==> config.mk <==
export PLATFORM = sky130hd
export DESIGN_NAME = grf_wport_arbiter
export DESIGN_NICKNAME = d
export VERILOG_FILES = /design/src/rtl/grf_wport_arbiter.sv
export SDC_FILE = /design/constraint.sdc
export NUM_CORES = 1
export LEC_CHECK = 0
export CORE_MARGIN = 10
export CORE_UTILIZATION = 46
export CTS_BUF_LIST = sky130_fd_sc_hd__clkbuf_16
export DETAILED_ROUTE_END_ITERATION = 8
export PLACE_DENSITY = 0.81
export SKIP_CTS_REPAIR_TIMING = 1
export SYNTH_ARGS = -nofsm -noshare
export SYNTH_HDL_FRONTEND = slang
export SYNTH_SLANG_ARGS = --single-unit
==> constraint.sdc <==
create_clock -name clk -period 4.7 [get_ports clk]
set_input_delay 0.94 -clock clk [delete_from_list [all_inputs] [get_ports clk]]
set_output_delay 0.94 -clock clk [all_outputs]
set_load 0.01 [all_outputs]
==> src/rtl/grf_wport_arbiter.sv <==
// GRF write-port arbiter: W stage has priority, LL results buffer and drain.
// Ports: clk/reset; W and LL write sources; scoreboard busy; GRF write port.
module grf_wport_arbiter #(
    parameter int MAX_WAIT = 4
) (
    input  logic        clk,
    input  logic        reset,
    input  logic        w_we,
    input  logic [4:0]  w_wa,
    input  logic [31:0] w_wd,
    input  logic [31:0] w_pc,
    input  logic        ll_issue,
    input  logic [4:0]  ll_issue_wa,
    input  logic        ll_valid,
    output logic        ll_ready,
    input  logic [4:0]  ll_wa,
    input  logic [31:0] ll_wd,
    input  logic [31:0] ll_pc,
    input  logic [4:0]  rd_a1,
    input  logic [4:0]  rd_a2,
    output logic        busy1,
    output logic        busy2,
    output logic        w_stall_req,
    output logic        issue_err,
    output logic        grf_we,
    output logic [4:0]  grf_wa,
    output logic [31:0] grf_wd,
    output logic [31:0] grf_pc
);

    typedef enum logic [1:0] {
        IDLE,
        HELD,
        FORCE
    } state_t;

    localparam logic [3:0] WMAX = 4'(MAX_WAIT);

    state_t      state;
    logic [4:0]  buf_wa;
    logic [31:0] buf_wd;
    logic [31:0] buf_pc;
    logic [3:0]  wait_cnt;
    logic [31:0] pending;
    logic [31:0] pending_nxt;

    logic w_act;
    logic buf_full;
    logic drain;
    logic accept;
    logic load;
    logic iss;

    assign w_act    = w_we & (w_wa != 5'd0);
    assign buf_full = (state != IDLE);
    assign drain    = buf_full & ~w_act;
    assign ll_ready = ~buf_full | drain;
    assign accept   = ll_valid & ll_ready;
    // Results for $0 are consumed but never buffered.
    assign load     = accept & (ll_wa != 5'd0);
    assign iss      = ll_issue & (ll_issue_wa != 5'd0);

    assign w_stall_req = (state == FORCE);

    // Port mux; reset suppresses any write while it is asserted.
    always_comb begin
        grf_we = 1'b0;
        grf_wa = 5'd0;
        grf_wd = 32'd0;
        grf_pc = 32'd0;
        if (!reset) begin
            if (w_act) begin
                grf_we = 1'b1;
                grf_wa = w_wa;
                grf_wd = w_wd;
                grf_pc = w_pc;
            end else if (drain) begin
                grf_we = 1'b1;
                grf_wa = buf_wa;
                grf_wd = buf_wd;
                grf_pc = buf_pc;
            end
        end
    end

    // A new reservation beats a drain to the same register.
    always_comb begin
        pending_nxt = pending;
        if (drain)
            pending_nxt[buf_wa] = 1'b0;
        if (iss)
            pending_nxt[ll_issue_wa] = 1'b1;
    end

    // The draining register is forwarded by the GRF, so readers need not stall.
    assign busy1 = (rd_a1 != 5'd0) & pending[rd_a1]
                 & ~(drain & (buf_wa == rd_a1));
    assign busy2 = (rd_a2 != 5'd0) & pending[rd_a2]
                 & ~(drain & (buf_wa == rd_a2));

    always_ff @(posedge clk or posedge reset) begin
        if (reset) begin
            state     <= IDLE;
            buf_wa    <= 5'd0;
            buf_wd    <= 32'd0;
            buf_pc    <= 32'd0;
            wait_cnt  <= 4'd0;
            pending   <= 32'd0;
            issue_err <= 1'b0;
        end else begin
            if (load) begin
                buf_wa <= ll_wa;
                buf_wd <= ll_wd;
                buf_pc <= ll_pc;
            end
            unique case (state)
                IDLE: begin
                    wait_cnt <= 4'd0;
                    if (load)
                        state <= HELD;
                end
                HELD, FORCE: begin
                    if (drain) begin
                        wait_cnt <= 4'd0;
                        state    <= load ? HELD : IDLE;
                    end else begin
                        if (wait_cnt != WMAX)
                            wait_cnt <= wait_cnt + 4'd1;
                        // Escalate on the edge the count reaches the limit.
                        if ((wait_cnt + 4'd1) >= WMAX)
                            state <= FORCE;
                    end
                end
                default: state <= IDLE;
            endcase
            pending <= pending_nxt;
            if (iss & pending[ll_issue_wa]
                & ~(drain & (buf_wa == ll_issue_wa)))
                issue_err <= 1'b1;
        end
    end

endmodule

; ---- After elaboration in Yosys (flattened, before gate mapping)
; Cells that the tools add are included.
[totals]
ff_bits = 108
out_inout_bits = 75
[op_classes]
n_addsub = 1
n_lt_le_gt_ge = 7
n_eq_ne = 9
muxes = 32
bitwise_logic = 23
n_reduce_logical = 13
[ops]
columns = operator, count
row1 = 32-bit two-way mux, 8
row2 = 32-bit AND, 1
row3 = 32-bit NOT, 1
row4 = 32-bit bitwise OR, 1
row5 = 5-bit nonzero test, 5
row6 = "5-bit by 6-bit less-than comparator with 1-bit output, second input constant", 4
row7 = 1-bit binary-select mux with 5-bit select, 3
row8 = 5-bit equality test, 3
row9 = 5-bit two-way mux, 3
row10 = 1-bit AND, 14
row11 = 1-bit demux with 5-bit select, 2
row12 = "5-bit by 1-bit >= comparator with 1-bit output, second input constant", 2
row13 = 1-bit two-way mux, 9
row14 = 4-bit two-way mux, 2
row15 = 4-bit one-hot mux with 2 select lines, 1
row16 = 2-bit two-way mux, 3
row17 = "3-bit inequality test, second input constant", 2
row18 = 1-bit NOT, 5
row19 = "4-bit by 1-bit adder with 4-bit output, second input constant", 1
row20 = "4-bit by 3-bit >= comparator with 1-bit output, second input constant", 1
row21 = "4-bit by 3-bit inequality test with 1-bit output, second input constant", 1
row22 = 2-bit one-hot mux with 2 select lines, 1
row23 = 2-bit AND reduction, 2
row24 = 2-bit nonzero test, 2
row25 = other kinds (7), 8

; ---- Longest topological paths before layout
; Gate-level depths: netlist of run 1.
[depth]
depth_word = 10
ltp_mapped = 8
mapped_depth_nobuf = 7

; ---- Worst setup path before layout of run 1
; Ideal clock, no wire load.
[synth_path]
path_type = input to output
from = in rd_a2[1]
to = out busy2
arrival_time_ns = 2.408
t_required_ns = 3.760
slack_ns = 1.352
cell_stages = 5
path_cell_list = buf_2 > mux4_2 > mux4_2 > nand2b_1 > o211a_1
[synth_between]
elab_chain_cells = 4
elab_cells_between_ends = 8
classes_between = 1 x eq/ne / 2 x mux / 4 x bitwise / 1 x reduce/logical
[synth_rtl]
columns = element, line
row1 = start: declaration, 20  ; input logic [4:0] rd_a2,
row2 = 1-bit binary-select mux with 5-bit select or 5-bit equality test (tied branches), "98, 99"
row3 = 1-bit two-way mux (implied by the code) or 1-bit AND (tied branches), "98, 99"
row4 = 1-bit AND or 1-bit NOT (tied branches), "98, 99"
row5 = 1-bit AND *, 99  ; & ~(drain & (buf_wa == rd_a2));
row6 = end: declaration, 22  ; output logic busy2,
; Every way passes the cells marked *; elsewhere a longest branch is shown, timed or not. The select of a mux whose other input is x is not followed.

; ---- Worst setup path in the final report of run 1
[layout_path]
from = in w_wa[3]
to = out grf_wd[3]
[layout_between]
elab_chain_cells = 7
[layout_rtl]
columns = element, line
row1 = start: declaration, 9  ; input logic [4:0] w_wa,
row2 = 5-bit nonzero test *, 54  ; assign w_act = w_we & (w_wa != 5'd0);
row3 = 1-bit AND *, 54
row4 = 1-bit NOT, 56  ; assign drain = buf_full & ~w_act;
row5 = 1-bit AND, 56
row6 = 32-bit two-way mux, 77  ; end else if (drain) begin
row7 = 32-bit two-way mux *, 72  ; if (w_act) begin
row8 = 32-bit two-way mux *, 71  ; if (!reset) begin
row9 = end: declaration, 27  ; output logic [31:0] grf_wd,
; Every way passes the cells marked *; elsewhere a longest branch is shown, timed or not.

==> tab_implementation.tex, run 1 <==
\begin{tabular}{lr}
\hline
Metric & Value \\
\hline
\multicolumn{2}{l}{\textbf{Run status}} \\
\quad Run status & finished clean \\
\multicolumn{2}{l}{\textbf{Setup path}} \\
\quad Cell family with the largest share of critical-path delay & buffers and inverters \\
\quad Most common cell on crit path & clkdlybuf4s50\_1 \\
\quad Element type at the critical path end & output port \\
\quad Arr. time, crit path & 3.43 ns \\
\quad Category of the critical setup timing path & in -> out \\
\quad Buffer and inverter count on the worst path & 3 \\
\quad Element type at the critical path start & primary input \\
\quad Delay of the slowest cell on the worst path & 0.58 ns \\
\quad Cells traversed along the worst timing path & clkdlybuf4s50\_1, or3\_1, o31a\_2, buf\_12, nor3b\_1, a21oi\_1, nor2\_1, clkdlybuf4s50\_1 \\
\quad Critical Path RT & 3.76 ns \\
\quad CP max FO & 93 \\
\quad Worst-path cell with the longest stage delay & clkdlybuf4s50\_1 \\
\multicolumn{2}{l}{\textbf{Synth}} \\
\quad Synthesized Nets & 854 \\
\quad Average footprint of a synthesized cell & 9.67 um\^{}2 \\
\quad Post-synth top area cell & dfrtp\_1 \\
\quad Number of enable-type register cells in the synthesized netlist & 0 \\
\quad Top cell type's share of synthesized area & 40.5\% \\
\quad Async set or reset register ratio after synthesis & 100\% \\
\quad Most frequently used flop master after synthesis & dfrtp\_1 \\
\quad Number of library cell types mapped by synthesis & 47 \\
\quad Warnings from Yosys & 0 \\
\quad Synth top area cells & dfrtp\_1 (40\%), mux2\_2 (10\%), nor3b\_1 (7.8\%) \\
\quad Cell count after synthesis & 691 \\
\quad Cell area after synthesis & 6680 um\^{}2 \\
\quad \#FFs+latches synth & 108 \\
\quad Post-synthesis sequential area ratio & 40.5\% \\
\multicolumn{2}{l}{\textbf{Layout}} \\
\quad Fillcell total & 1118 \\
\quad \# nets final & 1048 \\
\quad Share of post-route cells with drive strength above 1 & 12.3\% \\
\quad Synth-to-Final Area Change & 40.7\% \\
\quad Area of all sequential standard cells & 2700 um\^{}2 \\
\quad Finished Cell Area & 9400 um\^{}2 \\
\quad Area taken by multi-input logic gates & 3680 um\^{}2 \\
\multicolumn{2}{l}{\textbf{STA}} \\
\quad Final hold violations & 0 \\
\quad Time the worst path needs with I/O delays and setup & 4.37 ns \\
\quad Max Freq & 0.229 GHz \\
\quad Setup repair after global routing missed its margin & false \\
\quad Sum Neg Setup Slack & 0 ns \\
\quad Transition time at the pin with the least slew margin & 1.17 ns \\
\quad Number of endpoints failing setup at the final stage & 0 \\
\quad Max Slew Vio Count & 0 \\
\quad Final critical-path share of the clock period & 92.9\% \\
\quad Worst clock skew & 0.00621 ns \\
\quad Headroom to the max-slew limit & 21.4\% \\
\multicolumn{2}{l}{\textbf{Power and ir drop}} \\
\quad Cell Pwr Density & 463 nW/um\^{}2 \\
\quad Net switching power & 1.55 mW \\
\quad Pleak & 3.59 nW \\
\quad Clock network power share & 19.6\% \\
\quad Power share of the combinational group & 42.6\% \\
\quad Proportion of power drawn by flip-flops and latches & 37.8\% \\
\quad Sw frac & 35.8\% \\
\quad Internal power & 2.79 mW \\
\quad Peak ir drop on the vdd network & 0.000297 V \\
\multicolumn{2}{l}{\textbf{Global route}} \\
\quad Maximum number of pins on one net before global-route repair & 94 \\
\quad Residual overflow from global routing & 0 \\
\quad First-pass GRT wire length & 36400 um \\
\quad Initial antenna violation count & 5 \\
\quad GR Util All Layers & 22.8\% \\
\quad Number of global-route vias before repair & 6245 \\
\multicolumn{2}{l}{\textbf{Floorplanning}} \\
\quad Row count & 43 \\
\quad Number of top-level pins & 233 \\
\quad Core outline area & 14000 um\^{}2 \\
\quad Die Outline Area & 19700 um\^{}2 \\
\quad Die outline width & 140 um \\
\quad Effective utilization at floorplan & 47.6\% \\
\quad Die height & 140 um \\
\multicolumn{2}{l}{\textbf{Detailed routing}} \\
\quad Violation count after the first detailed-routing iteration & 617 \\
\quad Final ANT Viol Nets & 0 \\
\quad DRT Pass-1 Iters & 5 \\
\quad Number of DRC violations after detailed routing & 0 \\
\quad Routed Wire Length & 23200 um \\
\quad Routed length per placed instance & 21.7 um \\
\quad Routed via count & 6229 \\
\quad Detailed-route vias per instance & 5.83 \\
\multicolumn{2}{l}{\textbf{Min path}} \\
\quad Classification of the worst-slack hold path & reg -> reg \\
\multicolumn{2}{l}{\textbf{CTS}} \\
\quad TritonCTS clock tree & yes \\
\quad Clk\_lat worst skew & 0.34 ns \\
\quad Number of buffers created by CTS & 9 \\
\quad Total number of clock tree sinks & 108 \\
\quad Deepest clock path buffer count & 2 \\
\quad Worst-path clk slew & 0.07 ns \\
\quad Root buffer selected by CTS & clkbuf\_16 \\
\quad Maximum level of the CTS H-tree & 3 \\
\multicolumn{2}{l}{\textbf{Place}} \\
\quad Half-perimeter wire length after detailed placement & 17300 um \\
\quad Number of buffers added on ports & 232 \\
\quad Instance area after placement & 9070 um\^{}2 \\
\quad Weighted congestion reported at the end of routability-driven placement & 0.900 \\
\multicolumn{2}{l}{\textbf{Job}} \\
\quad Maximum capacitance violations & 0 \\
\hline
\end{tabular}
## synthesized netlist by cell type, types with 2 or more instances
cell and count:
mux2_2 61, buf_2 12, nand3b_1 9, buf_1 5
nor2_1 88, or3_1 6, buf_6 2, or3b_2 2
mux2i_1 23, or2_2 2, or4_1 2, dfrtp_1 108
nand2_1 13, buf_4 5, o21ai_0 68, nor3_1 7
mux2_1 10, o22ai_1 8, xor2_1 8, a21o_1 2
inv_1 9, a31oi_1 5, mux4_2 14, nor4_1 3
xnor2_1 7, nand4_1 4, nand3_1 5, nand2b_1 4
nor3b_1 69, a221oi_1 2, ha_1 5, a22oi_1 2
a21oi_1 72, o31ai_1 3, clkbuf_1 34
## power by group through the flow
stage	logic, mW	clock network [mW]	registers, mW
2_1_floorplan	1.29	0	1.46
3_3_place_gp	1.81	0	1.63
3_5_place_dp	1.85	0	1.64
4_1_cts	1.86	0.863	1.63
5_1_grt	2.04	0.905	1.69
6_report	1.85	0.851	1.64
## stage by stage
step | setup WS [ns] | hold WS [ns] | util, % | power [mW] | cells
CTS | 0.338 | 0.483 | 66.9 | 4.35 | 1068
finish | 0.333 | 0.479 | 66.9 | 4.35 | 1069
global route | 0.178 | 0.496 | 66.9 | 4.63 | 1069
floorplan | 0.536 | 0.449 | - | 2.76 | 691
global placement | 0.362 | 0.458 | 64.6 | 3.44 | 1054
detailed placement | 0.351 | 0.467 | 64.6 | 3.49 | 1054
## cell families after synthesis
logic type / share of synthesized area, %
AND/OR/NAND/NOR: 17.8
flip-flops: 40.5
buffers and inverters: 4.50
adder cells (fa/ha/maj): 0.937
AO/OA/AOI/OAI: 14.2
XOR/XNOR: 1.97
multiplexers: 20.1
## per-layer routing
layer	vias up	wire (um)	track usage, %	part of all wire [%]
met5	-	46	0	0.20
met4	6	370	4.78	1.6
met2	315	11100	36.4	48
li1	2881	-	-	-
met3	24	2760	11.3	12
met1	3003	8950	27.1	39
## layout by cell type (no fill, tap or decap), types with 8 or more instances in the layout
master and count:
clkbuf_16 9, mux2_1 10, a21oi_1 72, clkdlybuf4s50_1 231
nand2_1 13, nand3b_1 9, o22ai_1 8, xor2_1 8
mux2i_1 23, nor2_1 88, dfrtp_1 108, mux2_2 61
inv_1 8, nor3b_1 69, o21ai_0 68, mux4_2 14
## flip-flops by register name (all words and copies together) (netlist names)
register,flops
buf_pc,32
pending,32
wait_cnt,4
state,2
buf_wd,32
buf_wa,5
issue_err,1
## path summary, 6_finish.rpt
kind | startpoint | end | slack [ns] | cells past startpoint
worst max-delay path | w_wa[3] | grf_wd[3] | 0.33 | 8
worst min-delay path | buf_wd[14] | buf_wd[14] | 0.48 | 1
worst max register to register | state[0] | buf_pc[21] | 2.18 | 7
worst min register to register | buf_wd[14] | buf_wd[14] | 0.48 | 1
max in group asynchronous | reset | buf_wd[15] | 2.70 | 3
min in group asynchronous | reset | buf_wa[4] | 1.26 | 2
## final cells by class
cell class / count / area share (%)
Multi-Input combinational cell: 516 / 39.2
Sequential cell: 108 / 28.8
Timing Repair Buffer: 241 / 25.8
Clock buffer: 9 / 2.40
Tap cell: 180 / 2.40
Clock inverter: 5 / 1.09
Inverter: 9 / 0.386
Antenna cell: 1 / 0.0266
Note: power is estimated with default switching activity, not from simulation.
==> run 2: changes to the inputs <==
- CORE_ASPECT_RATIO: unset -> 2
- clock period: 4.7 -> 5 ns (I/O delays scaled with it)
==> run 2 against run 1 <==
Clock-buffer cell count unchanged. Die area increased by 1.5%. Sequential power shrank 7%. Power is 7.8% lower. Via count up 2.2%. First-iteration DRC count down 54%. Setup slack better by 0.028 ns. Non-clock buffer count grew 12. Clock skew increased by 0.0064 ns. Design area up 0.63%. Flip-flop and latch count unchanged. Register-to-register slack worse by 0.11 ns. Critical path type unchanged. Largest cell class unchanged. Largest power group unchanged.
==> tab_implementation.tex, run 2 (synthesis gave the netlist of run 1 again) <==
\begin{tabular}{lr}
\hline
Metric & Value \\
\hline
\multicolumn{2}{l}{\textbf{Run status}} \\
\quad Run status & finished clean \\
\multicolumn{2}{l}{\textbf{Floorplanning}} \\
\quad Number of top-level pins & 233 \\
\quad Die Outline Area & 20000 um\^{}2 \\
\quad Die outline width & 105 um \\
\quad Core outline area & 14300 um\^{}2 \\
\quad Row count & 62 \\
\quad Effective utilization at floorplan & 46.8\% \\
\quad Die height & 190 um \\
\multicolumn{2}{l}{\textbf{Global route}} \\
\quad GR Util All Layers & 23.4\% \\
\quad Met1 global-route usage & 22.5\% \\
\quad First-pass GRT wire length & 37400 um \\
\quad Number of global-route vias before repair & 6857 \\
\quad Met3 Usage GRT & 5.92\% \\
\quad Routing layer with the top usage in global route & met2 \\
\quad Residual overflow from global routing & 0 \\
\quad Global-route track usage on met2 & 43.6\% \\
\quad Initial antenna violation count & 1 \\
\quad Maximum number of pins on one net before global-route repair & 59 \\
\multicolumn{2}{l}{\textbf{Layout}} \\
\quad Finished Layout Cells & 1093 \\
\quad Share of post-route cells with drive strength above 1 & 13.3\% \\
\quad Most frequent standard cell in the layout excluding fill and tap cells & clkdlybuf4s50\_1 \\
\quad \# nets final & 1060 \\
\quad Finished Cell Area & 9460 um\^{}2 \\
\quad Synth-to-Final Area Change & 41.6\% \\
\quad Post-layout utilization of the core & 66.2\% \\
\quad Leading registers by flop count & buf\_pc (32), buf\_wd (32), pending (32) \\
\quad Highest-count cells in the layout ignoring fill and taps & clkdlybuf4s50\_1 (231), dfrtp\_1 (108), nor2\_1 (88) \\
\multicolumn{2}{l}{\textbf{Job}} \\
\quad Maximum capacitance violations & 0 \\
\multicolumn{2}{l}{\textbf{CTS}} \\
\quad Number of buffers created by CTS & 9 \\
\quad Worst-path clk slew & 0.07 ns \\
\quad Total number of clock tree sinks & 108 \\
\quad TritonCTS clock tree & yes \\
\quad Maximum level of the CTS H-tree & 3 \\
\quad Deepest clock path buffer count & 2 \\
\quad Root buffer selected by CTS & clkbuf\_16 \\
\quad Clk\_lat worst skew & 0.34 ns \\
\multicolumn{2}{l}{\textbf{Place}} \\
\quad Weighted congestion reported at the end of routability-driven placement & 0.963 \\
\quad Place WS & 0.375 ns \\
\quad Number of instances in the placed design & 1078 \\
\quad Number of buffers added on ports & 232 \\
\quad Half-perimeter wire length after detailed placement & 18500 um \\
\quad Instance area after placement & 9170 um\^{}2 \\
\multicolumn{2}{l}{\textbf{STA}} \\
\quad Worst clock skew & 0.0126 ns \\
\quad Worst Slack Setup Final & 0.361 ns \\
\quad Transition time at the pin with the least slew margin & 1.21 ns \\
\quad Headroom to the max-slew limit & 19.0\% \\
\quad Time the worst path needs with I/O delays and setup & 4.64 ns \\
\quad Max Slew Vio Count & 0 \\
\quad Max Freq & 0.216 GHz \\
\quad Number of endpoints failing setup at the final stage & 0 \\
\quad Final hold violations & 0 \\
\quad Setup repair after global routing missed its margin & false \\
\quad Final hold slack & 0.478 ns \\
\quad Sum Neg Setup Slack & 0 ns \\
\quad Final critical-path share of the clock period & 92.8\% \\
\multicolumn{2}{l}{\textbf{Detailed routing}} \\
\quad Violation count after the first detailed-routing iteration & 285 \\
\quad Routed length per placed instance & 21.7 um \\
\quad Detailed-route vias per instance & 5.82 \\
\quad Number of DRC violations after detailed routing & 0 \\
\quad Routed Wire Length & 23800 um \\
\quad Routed via count & 6365 \\
\quad Final ANT Viol Nets & 0 \\
\quad DRT Pass-1 Iters & 5 \\
\multicolumn{2}{l}{\textbf{Setup path}} \\
\quad Critical Path RT & 4.00 ns \\
\quad Most common cell on crit path & clkdlybuf4s50\_1 \\
\quad Element type at the critical path end & output port \\
\quad CP max FO & 25 \\
\quad Arr. time, crit path & 3.64 ns \\
\quad Worst-path cell with the longest stage delay & clkdlybuf4s50\_1 \\
\quad Delay of the slowest cell on the worst path & 0.56 ns \\
\quad Cells traversed along the worst timing path & clkdlybuf4s50\_1, or3\_1, o31a\_2, buf\_12, buf\_4, nor3b\_1, a21oi\_1, nor2\_1, clkdlybuf4s50\_1 \\
\quad Element type at the critical path start & primary input \\
\quad Category of the critical setup timing path & in -> out \\
\multicolumn{2}{l}{\textbf{Power and ir drop}} \\
\quad Peak ir drop on the vdd network & 0.000224 V \\
\quad Pleak & 3.62 nW \\
\quad Cell Pwr Density & 424 nW/um\^{}2 \\
\quad Sum of internal, switching and leakage power & 4.01 mW \\
\multicolumn{2}{l}{\textbf{Min path}} \\
\quad Classification of the worst-slack hold path & reg -> reg \\
\hline
\end{tabular}
## run 2: cell types whose count changed in the layout (fill, tap and decap cells not counted)
cell	change
buf_4	+12
bufinv_16	-2
clkinvlp_4	+2
clkinv_2	-1
inv_1	+1
## run 2: where the power goes
group          internal, mW  leakage (nW)  switching (mW)
registers              1.20          1.28           0.328
clock network         0.381         0.131           0.307
logic                 0.941          2.21           0.845
total                  2.53          3.62            1.48
## run 2: final timing paths
kind	slack, ns	endpoint	from	cells past startpoint
setup / recovery	0.36	grf_wd[25]	w_wa[3]	9
hold / removal	0.48	buf_wd[16]	buf_wd[16]	1
setup reg to reg	2.07	pending[3]	state[0]	8
hold reg to reg	0.48	buf_wd[16]	buf_wd[16]	1
max in group asynchronous	2.94	buf_wd[25]	reset	3
min in group asynchronous	1.24	buf_wd[12]	reset	2
## run 2: layer usage
layer  share of wire (%)  wire [um]
met4                 5.8       1380
met2                  55      13100
met5                   0          0
met1                  33       7760
met3                 6.6       1560
## run 2: area by class of cell
type                            count  area, um^2
Sequential cell                   108        2700
Fill cell                        1199        4820
Inverter                            9        36.3
Tap cell                          192         240
Antenna cell                        1        2.50
Clock buffer                        9         225
Multi-Input combinational cell    516        3680
Timing Repair Buffer              253        2510
Clock inverter                      5        56.3
## run 2: worst max-delay path, delay by kind of cell
kind	cells	cell delay (ns)
buffers and inverters	4	1.40
and+or+nand+nor	3	0.71
AOI/OAI and AO/OA	2	0.50
==> variant, RTL diff (config.mk and constraints of run 2) <==
`pending` no longer has a reset.
--- a/src/rtl/grf_wport_arbiter.sv
+++ b/src/rtl/grf_wport_arbiter.sv
@@ -107,3 +107,2 @@
             wait_cnt  <= 4'd0;
-            pending   <= 32'd0;
             issue_err <= 1'b0;
@@ -135,3 +134,2 @@
             endcase
-            pending <= pending_nxt;
             if (iss & pending[ll_issue_wa]
@@ -142,2 +140,6 @@
 
+    always_ff @(posedge clk) begin
+        pending <= pending_nxt;
+    end
+
 endmodule
Behaviour: not the same (Yosys sat finds a counterexample within 4 cycles, from zero or initial values and one cycle with reset high).
==> variant against run 2 <==
Power decreased by 3.5%; area after synthesis decreased by 2.6%; critical path type unchanged; setup slack better by 0.0027 ns; highest routed layer unchanged; sequential share of layout area fell by 1.0 points; critical path depth decreased by 1; largest cell class unchanged; first-iteration DRC count grew 4.6%; routed wire length decreased by 4.4%; synthesized cell count shrank 0.14%; count of clock-buffer cells in the layout unchanged; sequential cell count unchanged; register-to-register slack about the same; design area is 2.5% lower.
==> variant: results (changes against run 2) <==
Placed design
The routability congestion estimate is 1.03 (+6.9%). The total cell area at the placement stage came to 0.00894 mm^2 (-2.5%). The half-perimeter wire length after detailed placement is 17800 um (-3.5%). The worst slack after detailed placement is 0.379 ns (+0.00355 ns).

Layout
The count of filler cells inserted in the layout was 1117 (-6.8%). The post-layout utilization of the core is 0.664 (+0.00114). The fraction of final layout cells sized beyond drive strength 1 is 0.144 (+0.0103). The area occupied by multi-input gates is 0.00370 mm^2 (+0.48%). The multi-input combinational cell count came to 513 (-0.58%).

The total number of nets in the final design was 1049 (-1.0%). The share of final layout cell area taken by non-clock buffers is 0.264 (-0.00156).

Setup path
The maximum fanout encountered on the critical timing path was 37 (+48%). The origin of the worst setup path is w_wa[2].

Min path
The critical hold path startpoint is pending[31]$_DFF_P_. The end of the worst hold path is pending[31]$_DFF_P_.

Global route
The global-route usage over all layers is 0.226 (-0.00724). The met1 layer usage reported by global route is 0.220 (-0.00481). The wire length of the first global-routing pass is 35600 um (-4.8%). The initial antenna violation count is 0 (-1).

Route
The detailed route wirelength on metal2 is 12300 um (-5.6%). The length of routed wiring on met1 came to 7660 um (-1.2%). The number of iterations in the first detailed-routing pass is 6 (+1).

Yosys
Ranked by total cell area, the synthesized netlist is headed by dfrtp_1 29%, mux2_2 12%, dfxtp_1 9.9%. The number of nets in the synthesized netlist is 853 (-0.12%). The fraction of synthesis flops using an asynchronous set or reset pin is 0.704 (-0.296). The number of standard cells after synthesis was 690 (-0.14%).

STA
The max-slew headroom at the worst pin came to 0.373 (+0.183). The worst clock skew on the final layout came to 0.00796 ns (-0.00468 ns).

Status
The flow ran to the end, and the final reports show no timing, DRC or antenna violations.

Power and ir drop
The leakage power figure was 0.00342 uW (-5.4%). The power density relative to cell area was 419 mW/mm^2 (-1.0%).
variant: cell types whose count changed in the layout (fill, tap and decap cells not counted), sizes merged, moves of 4 or more:
cell    delta
nand3      +7
dfrtp     -32
nor2b      +7
mux4       +6
buf        -7
mux2i     -15
nand2      +6
dfxtp     +32
nor2       -5
clkinv     +4
o21ai      -5
a21oi      +7
o22ai      -5
variant: worst max-delay path, cell delays in order:
cell and delay [ns]:
clkdlybuf4s50_1 0.41, or4_1 0.55, o21a_4 0.37, buf_4 0.31
nor3b_1 0.24, a21oi_1 0.08, nor2_1 0.10, clkdlybuf4s50_1 0.55
variant: how the worst max path moves through the flow:
stage | endpoint | cells after the start
after floorplan | grf_pc[2] | 7
after global placement | busy2 | 7
after detailed placement | grf_wd[14] | 8
after CTS | grf_wd[14] | 8
after global routing | grf_wd[14] | 8
final | grf_wd[14] | 8
variant: report_power, final:
part | switching (uW) | total [uW] | internal, uW
clock | 329 | 670 | 340
sequential | 310 | 1510 | 1200
combinational | 775 | 1690 | 914
